## config.mk

```make
export PLATFORM = sky130hd
export DESIGN_NAME = saph_line_sequencer_flat
export DESIGN_NICKNAME = d
export VERILOG_FILES = /design/src/rtl/saph_line_sequencer_if.sv /design/src/rtl/saph_line_sequencer.sv /design/src/flat_wrapper.sv
export SDC_FILE = /design/constraint.sdc
export NUM_CORES = 1
export LEC_CHECK = 0
export CELL_PAD_IN_SITES_DETAIL_PLACEMENT = 1
export CELL_PAD_IN_SITES_GLOBAL_PLACEMENT = 1
export CORE_MARGIN = 2
export CORE_UTILIZATION = 40
export DETAILED_ROUTE_END_ITERATION = 12
export GPL_TIMING_DRIVEN = 0
export HOLD_SLACK_MARGIN = 0.15
export PLACE_DENSITY_LB_ADDON = 0.1
export REMOVE_ABC_BUFFERS = 1
export SYNTH_ARGS = -nofsm -noshare
export SYNTH_HDL_FRONTEND = slang
export SYNTH_SLANG_ARGS = --single-unit
```

## constraint.sdc

```tcl
create_clock -name clk -period 11.4 [get_ports clk]
set_input_delay 3.42 -clock clk [delete_from_list [all_inputs] [get_ports clk]]
set_output_delay 3.42 -clock clk [all_outputs]
set_load 0.02 [all_outputs]
```

## src/rtl/saph_line_sequencer_if.sv

```systemverilog
// rtl/saph_line_sequencer_if.sv - command and fragment handshake bundle for the line sequencer
interface saph_line_sequencer_if #(
    parameter int CW = 16
);
    logic          cmd_valid;
    logic          cmd_ready;
    logic [CW-1:0] cmd_x0;
    logic [CW-1:0] cmd_y0;
    logic [CW-1:0] cmd_x1;
    logic [CW-1:0] cmd_y1;
    logic          frag_valid;
    logic          frag_ready;
    logic [CW-1:0] frag_x;
    logic [CW-1:0] frag_y;
    logic          frag_last;

    modport master (
        output cmd_valid, cmd_x0, cmd_y0, cmd_x1, cmd_y1, frag_ready,
        input  cmd_ready, frag_valid, frag_x, frag_y, frag_last
    );

    modport slave (
        input  cmd_valid, cmd_x0, cmd_y0, cmd_x1, cmd_y1, frag_ready,
        output cmd_ready, frag_valid, frag_x, frag_y, frag_last
    );
endinterface

```

## src/rtl/saph_line_sequencer.sv

```systemverilog
// rtl/saph_line_sequencer.sv - Bresenham line walker feeding the rasterizer, optional SAPH_LINE_SKIP_LAST_EN
module saph_line_sequencer #(
    parameter int CW = 16
) (
    input  logic                  clk,
    input  logic                  rst,
    saph_line_sequencer_if.slave  lif,
    output logic                  ras_latch,
    output logic                  ras_count,
    output logic                  busy
);
    localparam int EW = CW + 3;
    localparam logic [CW-1:0] ONE = {{(CW-1){1'b0}}, 1'b1};
`ifdef SAPH_LINE_SKIP_LAST_EN
    localparam logic [CW-1:0] LAST_REM = ONE;
`else
    localparam logic [CW-1:0] LAST_REM = '0;
`endif

    typedef enum logic [1:0] {ST_IDLE, ST_SETUP, ST_WALK} state_t;

    state_t               state_q, state_d;
    logic [CW-1:0]        x0_q, y0_q, x1_q, y1_q;
    logic [CW-1:0]        x0_d, y0_d, x1_d, y1_d;
    logic [CW-1:0]        x_q, y_q, x_d, y_d;
    logic [CW-1:0]        dx_q, dy_q, dx_d, dy_d;
    logic [CW-1:0]        rem_q, rem_d;
    logic signed [EW-1:0] err_q, err_d;
    logic                 sx_neg_q, sy_neg_q, sx_neg_d, sy_neg_d;

    // Deltas are formed one bit wider so a full-range span cannot overflow.
    logic [CW:0]          ddx, ddy;
    logic [CW-1:0]        dx_abs, dy_abs, rem_init;
    logic signed [EW-1:0] err_init, e2, dx_s, dy_s;
    logic                 step_x, step_y, fire;

    assign ddx      = {x1_q[CW-1], x1_q} - {x0_q[CW-1], x0_q};
    assign ddy      = {y1_q[CW-1], y1_q} - {y0_q[CW-1], y0_q};
    assign dx_abs   = ddx[CW] ? (~ddx[CW-1:0] + ONE) : ddx[CW-1:0];
    assign dy_abs   = ddy[CW] ? (~ddy[CW-1:0] + ONE) : ddy[CW-1:0];
    assign rem_init = (dx_abs >= dy_abs) ? dx_abs : dy_abs;
    assign err_init = $signed({3'b000, dx_abs}) - $signed({3'b000, dy_abs});

    assign dx_s   = $signed({3'b000, dx_q});
    assign dy_s   = $signed({3'b000, dy_q});
    assign e2     = err_q <<< 1;
    assign step_x = e2 > -dy_s;
    assign step_y = e2 < dx_s;

    assign lif.cmd_ready  = (state_q == ST_IDLE);
    assign lif.frag_valid = (state_q == ST_WALK);
    assign lif.frag_last  = (state_q == ST_WALK) && (rem_q == LAST_REM);
    assign lif.frag_x     = x_q;
    assign lif.frag_y     = y_q;
    assign busy           = (state_q != ST_IDLE);
    assign ras_latch      = (state_q == ST_SETUP);
    assign fire           = lif.frag_valid & lif.frag_ready;
    assign ras_count      = fire & ~lif.frag_last;

    always_comb begin
        state_d  = state_q;
        x0_d     = x0_q;
        y0_d     = y0_q;
        x1_d     = x1_q;
        y1_d     = y1_q;
        x_d      = x_q;
        y_d      = y_q;
        dx_d     = dx_q;
        dy_d     = dy_q;
        rem_d    = rem_q;
        err_d    = err_q;
        sx_neg_d = sx_neg_q;
        sy_neg_d = sy_neg_q;
        case (state_q)
            ST_IDLE: begin
                if (lif.cmd_valid) begin
                    x0_d    = lif.cmd_x0;
                    y0_d    = lif.cmd_y0;
                    x1_d    = lif.cmd_x1;
                    y1_d    = lif.cmd_y1;
                    state_d = ST_SETUP;
                end
            end
            ST_SETUP: begin
                dx_d     = dx_abs;
                dy_d     = dy_abs;
                sx_neg_d = ddx[CW];
                sy_neg_d = ddy[CW];
                err_d    = err_init;
                rem_d    = rem_init;
                x_d      = x0_q;
                y_d      = y0_q;
                state_d  = ST_WALK;
`ifdef SAPH_LINE_SKIP_LAST_EN
                if (rem_init == '0) begin
                    state_d = ST_IDLE;
                end
`endif
            end
            ST_WALK: begin
                if (fire) begin
                    if (lif.frag_last) begin
                        state_d = ST_IDLE;
                    end else begin
                        // Both steps are decided from the pre-update error term.
                        if (step_x && step_y) begin
                            err_d = err_q - dy_s + dx_s;
                        end else if (step_x) begin
                            err_d = err_q - dy_s;
                        end else if (step_y) begin
                            err_d = err_q + dx_s;
                        end
                        if (step_x) begin
                            x_d = sx_neg_q ? (x_q - ONE) : (x_q + ONE);
                        end
                        if (step_y) begin
                            y_d = sy_neg_q ? (y_q - ONE) : (y_q + ONE);
                        end
                        rem_d = rem_q - ONE;
                    end
                end
            end
            default: state_d = ST_IDLE;
        endcase
    end

    always_ff @(posedge clk or negedge rst) begin
        if (!rst) begin
            state_q  <= ST_IDLE;
            x0_q     <= '0;
            y0_q     <= '0;
            x1_q     <= '0;
            y1_q     <= '0;
            x_q      <= '0;
            y_q      <= '0;
            dx_q     <= '0;
            dy_q     <= '0;
            rem_q    <= '0;
            err_q    <= '0;
            sx_neg_q <= 1'b0;
            sy_neg_q <= 1'b0;
        end else begin
            state_q  <= state_d;
            x0_q     <= x0_d;
            y0_q     <= y0_d;
            x1_q     <= x1_d;
            y1_q     <= y1_d;
            x_q      <= x_d;
            y_q      <= y_d;
            dx_q     <= dx_d;
            dy_q     <= dy_d;
            rem_q    <= rem_d;
            err_q    <= err_d;
            sx_neg_q <= sx_neg_d;
            sy_neg_q <= sy_neg_d;
        end
    end
endmodule

```

## src/flat_wrapper.sv

```systemverilog
// flat-port wrapper written by rule: the top's interface ports become plain ports
module saph_line_sequencer_flat 
#(
    parameter int CW = 16
)
  (clk, rst, ras_latch, ras_count, busy, lif_cmd_valid, lif_cmd_x0, lif_cmd_y0, lif_cmd_x1, lif_cmd_y1, lif_frag_ready, lif_cmd_ready, lif_frag_valid, lif_frag_x, lif_frag_y, lif_frag_last);
  saph_line_sequencer_if #(.CW(CW)) lif_i ();
  input  logic clk;
  input  logic rst;
  output logic ras_latch;
  output logic ras_count;
  output logic busy;
  input wire logic [$bits(lif_i.cmd_valid)-1:0] lif_cmd_valid;
  input wire logic [$bits(lif_i.cmd_x0)-1:0] lif_cmd_x0;
  input wire logic [$bits(lif_i.cmd_y0)-1:0] lif_cmd_y0;
  input wire logic [$bits(lif_i.cmd_x1)-1:0] lif_cmd_x1;
  input wire logic [$bits(lif_i.cmd_y1)-1:0] lif_cmd_y1;
  input wire logic [$bits(lif_i.frag_ready)-1:0] lif_frag_ready;
  output wire logic [$bits(lif_i.cmd_ready)-1:0] lif_cmd_ready;
  output wire logic [$bits(lif_i.frag_valid)-1:0] lif_frag_valid;
  output wire logic [$bits(lif_i.frag_x)-1:0] lif_frag_x;
  output wire logic [$bits(lif_i.frag_y)-1:0] lif_frag_y;
  output wire logic [$bits(lif_i.frag_last)-1:0] lif_frag_last;
  assign lif_i.cmd_valid = lif_cmd_valid;
  assign lif_i.cmd_x0 = lif_cmd_x0;
  assign lif_i.cmd_y0 = lif_cmd_y0;
  assign lif_i.cmd_x1 = lif_cmd_x1;
  assign lif_i.cmd_y1 = lif_cmd_y1;
  assign lif_i.frag_ready = lif_frag_ready;
  assign lif_cmd_ready = lif_i.cmd_ready;
  assign lif_frag_valid = lif_i.frag_valid;
  assign lif_frag_x = lif_i.frag_x;
  assign lif_frag_y = lif_i.frag_y;
  assign lif_frag_last = lif_i.frag_last;
  saph_line_sequencer #(.CW(CW)) u_core (.clk(clk), .rst(rst), .lif(lif_i), .ras_latch(ras_latch), .ras_count(ras_count), .busy(busy));
endmodule
```

==> impl_metrics.json <==
{
  "status": "finished, final reports clean",
  "cellLeakagePower_uw": 0.00775,
  "detail-route-antenna-nets": 0,
  "gp_congestion": 0.857,
  "vias": 13000,
  "grt_pass1_vias": 13600,
  "avgSynthCellArea_sq_um": 8.32,
  "path_cells": "clkdlybuf4s50_1, nand2_1, nor2_2, clkdlybuf4s50_1",
  "antenna_found_initial": 0,
  "ys.flop_type": "dfrtp_1",
  "n_antenna_cell": 0,
  "first_pass_iters": 6,
  "rsz0062_at_grt": "false",
  "track_usage_pct": 23.5,
  "dp.cells": 2278,
  "hold_path_class": "reg2reg",
  "slowest_stage": "nor2_2",
  "cp-end-kind": "primary output",
  "drcViolationCount": 0,
  "routedWlPerCell_um": 19.1,
  "grt_max_degree": 88,
  "cp_max_fo": 19,
  "max_stage_delay_ns": 0.77,
  "finalPower_uw": 2080,
  "critPathBufInv": 2,
  "finalSetupViolCount": 0,
  "hold_path_depth": 2,
  "fin_nets": 2067,
  "syn_area_sq_um": 14600,
  "reg2reg_depth": 20,
  "clockBufferDepth": 2,
  "tightest_slew_ns": 1.32,
  "area_growth_pct": 15.5,
  "cts_made_buffers": 17,
  "fin_skew_ns": 0.0140,
  "path_clk_slew_ns": 0.07,
  "die_w_um": 195,
  "post-place-ws_ns": 1.90,
  "finalHoldViolCount": 0,
  "via_per_inst": 5.60,
  "final_cells": 2312,
  "routed_wirelength_um": 44100,
  "clock_latency_ns": 0.45,
  "worst-setup-path-type": "in2out",
  "initial_core_util_pct": 40.3,
  "final_common_cell": "nand2_1",
  "cp-start-kind": "primary input",
  "root_buffer": "clkbuf_16",
  "yosys_warnings": 0,
  "die-area_sq_um": 38100,
  "io_pins": 106,
  "synth-seq-cells": 166,
  "cts_setup_buffers": 0,
  "cp.required_ns": 7.98,
  "p_per_area_nw_per_um2": 123,
  "dpl.hpwl_um": 34100,
  "min_period_over_period_pct": 79.4,
  "synthArstFlopShare_pct": 100,
  "grt_pass1_wl_um": 71800,
  "crit_family": "buffers and inverters",
  "fmax_mhz": 110,
  "arrival_ns": 5.63,
  "tns_ns": 0,
  "maxSlewHeadroom_pct": 11.7,
  "holdWs_ns": 0.481,
  "slew_violations": 0,
  "seq_area_frac_synth_pct": 28.4,
  "ir_drop_mv": 0.0976,
  "cts_sinks": 166,
  "layout_setup_ws_ns": 2.35,
  "finalCriticalPeriod_ns": 9.05,
  "synth_cells": 1760,
  "final_cell_mix": "nand2_1 (179), dfrtp_1 (166), ha_1 (160)",
  "grt-ovfl-total": 0,
  "synth.distinct_cells": 87,
  "io_buffers": 105,
  "drt-initial-drc-count": 548,
  "crit_top_cell": "clkdlybuf4s50_1",
  "postCtsHoldBufs": 0,
  "path_depth": 4,
  "cts_resized": 0,
  "fp.dieH_um": 195,
  "synth_edf_count": 0,
  "max_cap_violations": 0,
  "core-area_sq_um": 36300,
  "tritoncts": "done",
  "placementRows": 70,
  "drive_above_1_share_pct": 6.13,
  "cts_htree_levels": 4
}
-- Yosys cell counts, types with 20 or more instances --
master / count / area share [%]
ha_1: 160 / 14
a21oi_1: 144 / 4.9
o21ai_0: 156 / 5.3
o211ai_1: 20 / 1.0
nor2b_1: 24 / 1.0
o21a_1: 21 / 1.1
clkbuf_1: 55 / 1.4
inv_1: 120 / 3.1
xnor2_1: 91 / 5.4
nor2_1: 131 / 3.4
nand3_1: 28 / 0.96
nor3_1: 42 / 1.4
mux2_2: 34 / 2.6
nand2_1: 179 / 4.6
xor2_1: 43 / 2.6
a31oi_1: 20 / 0.85
a21o_1: 55 / 2.8
dfrtp_1: 166 / 28
-- per-layer routing --
metal / vias up / GRT usage (%) / wire (um)
met5: - / 0 / 0
met4: 0 / 5.34 / 620
met3: 35 / 2.56 / 992
met2: 139 / 40.3 / 21100
met1: 6363 / 32.0 / 21400
li1: 6421 / - / -
-- cells by family after synthesis --
kind of cell               after synthesis  synth area share [%]
AOI/OAI and AO/OA                      535                  23.2
and+or+nand+nor                        519                  16.7
buffers and inverters                  182                  4.75
adders and majority gates              170                  14.9
DFF                                    166                  28.4
xor gates and xnor gates               136                  8.24
muxes                                   52                  3.85
-- report_power, final --
group / switching (uW) / internal, uW
combinational: 381 / 332
sequential: 76.7 / 643
clock: 273 / 373
-- cell type report --
type | instances | area, sq um
clock inverters | 15 | 211
well taps | 468 | 586
fillers | 4318 | 19400
multi-input cells | 1412 | 9840
repair buffers | 113 | 1240
flip-flops and latches | 166 | 4150
inverters | 121 | 454
clock buffers | 17 | 425
-- per-stage QoR --
stage | cell area [sq um] | utilization (%)
after floorplan | 14400 | -
after global placement | 16000 | 44.1
after detailed placement | 16200 | 44.6
after CTS | 16800 | 46.4
after global routing | 16900 | 46.5
final | 16900 | 46.5
-- flip-flops by register name (all words and copies together), names as in the netlist --
register and flops:
u_core.y0_q 16, u_core.lif.frag_x 16, u_core.err_q 18, u_core.x1_q 16
u_core.sy_neg_q 1, u_core.rem_q 16, u_core.sx_neg_q 1, u_core.lif.frag_y 16
u_core.dx_q 16, u_core.state_q 2, u_core.y1_q 16, u_core.dy_q 16
u_core.x0_q 16
-- path summary, 6_finish.rpt --
| check | from | to | slack [ns] |
|---|---|---|---|
| worst min register to register | u_core.dy_q[3]$_DFFE_PN0P_ | u_core.dy_q[3]$_DFFE_PN0P_ | 0.48 |
| worst max-delay path | lif_frag_ready | ras_count | 2.35 |
| worst min-delay path | u_core.dy_q[3]$_DFFE_PN0P_ | u_core.dy_q[3]$_DFFE_PN0P_ | 0.48 |
| worst max register to register | u_core.y0_q[0]$_DFFE_PN0P_ | u_core.rem_q[1]$_DFFE_PN0P_ | 4.37 |
| min in group asynchronous | rst | u_core.lif.frag_x[13]$_DFFE_PN0P_ | 2.93 |
| max in group asynchronous | rst | u_core.y1_q[1]$_DFFE_PN0P_ | 7.57 |
-- worst reg2reg max path, cell delays in order (launching register included) --
cell	delay (ns)
dfrtp_1	0.41
ha_1	0.22
fa_1	0.41
nand2b_1	0.19
a21o_1	0.22
a211oi_2	0.38
o211ai_1	0.25
o31ai_4	0.63
o21ai_0	0.40
ha_1	0.42
a21oi_1	0.18
o21bai_1	0.13
a211oi_1	0.30
o21bai_1	0.12
a21o_1	0.23
a211oi_1	0.34
maj3_1	0.30
o21ai_2	0.13
a211oi_4	1.09
mux2i_1	0.37
o311ai_1	0.14
Note: power is estimated with default switching activity, not from simulation.
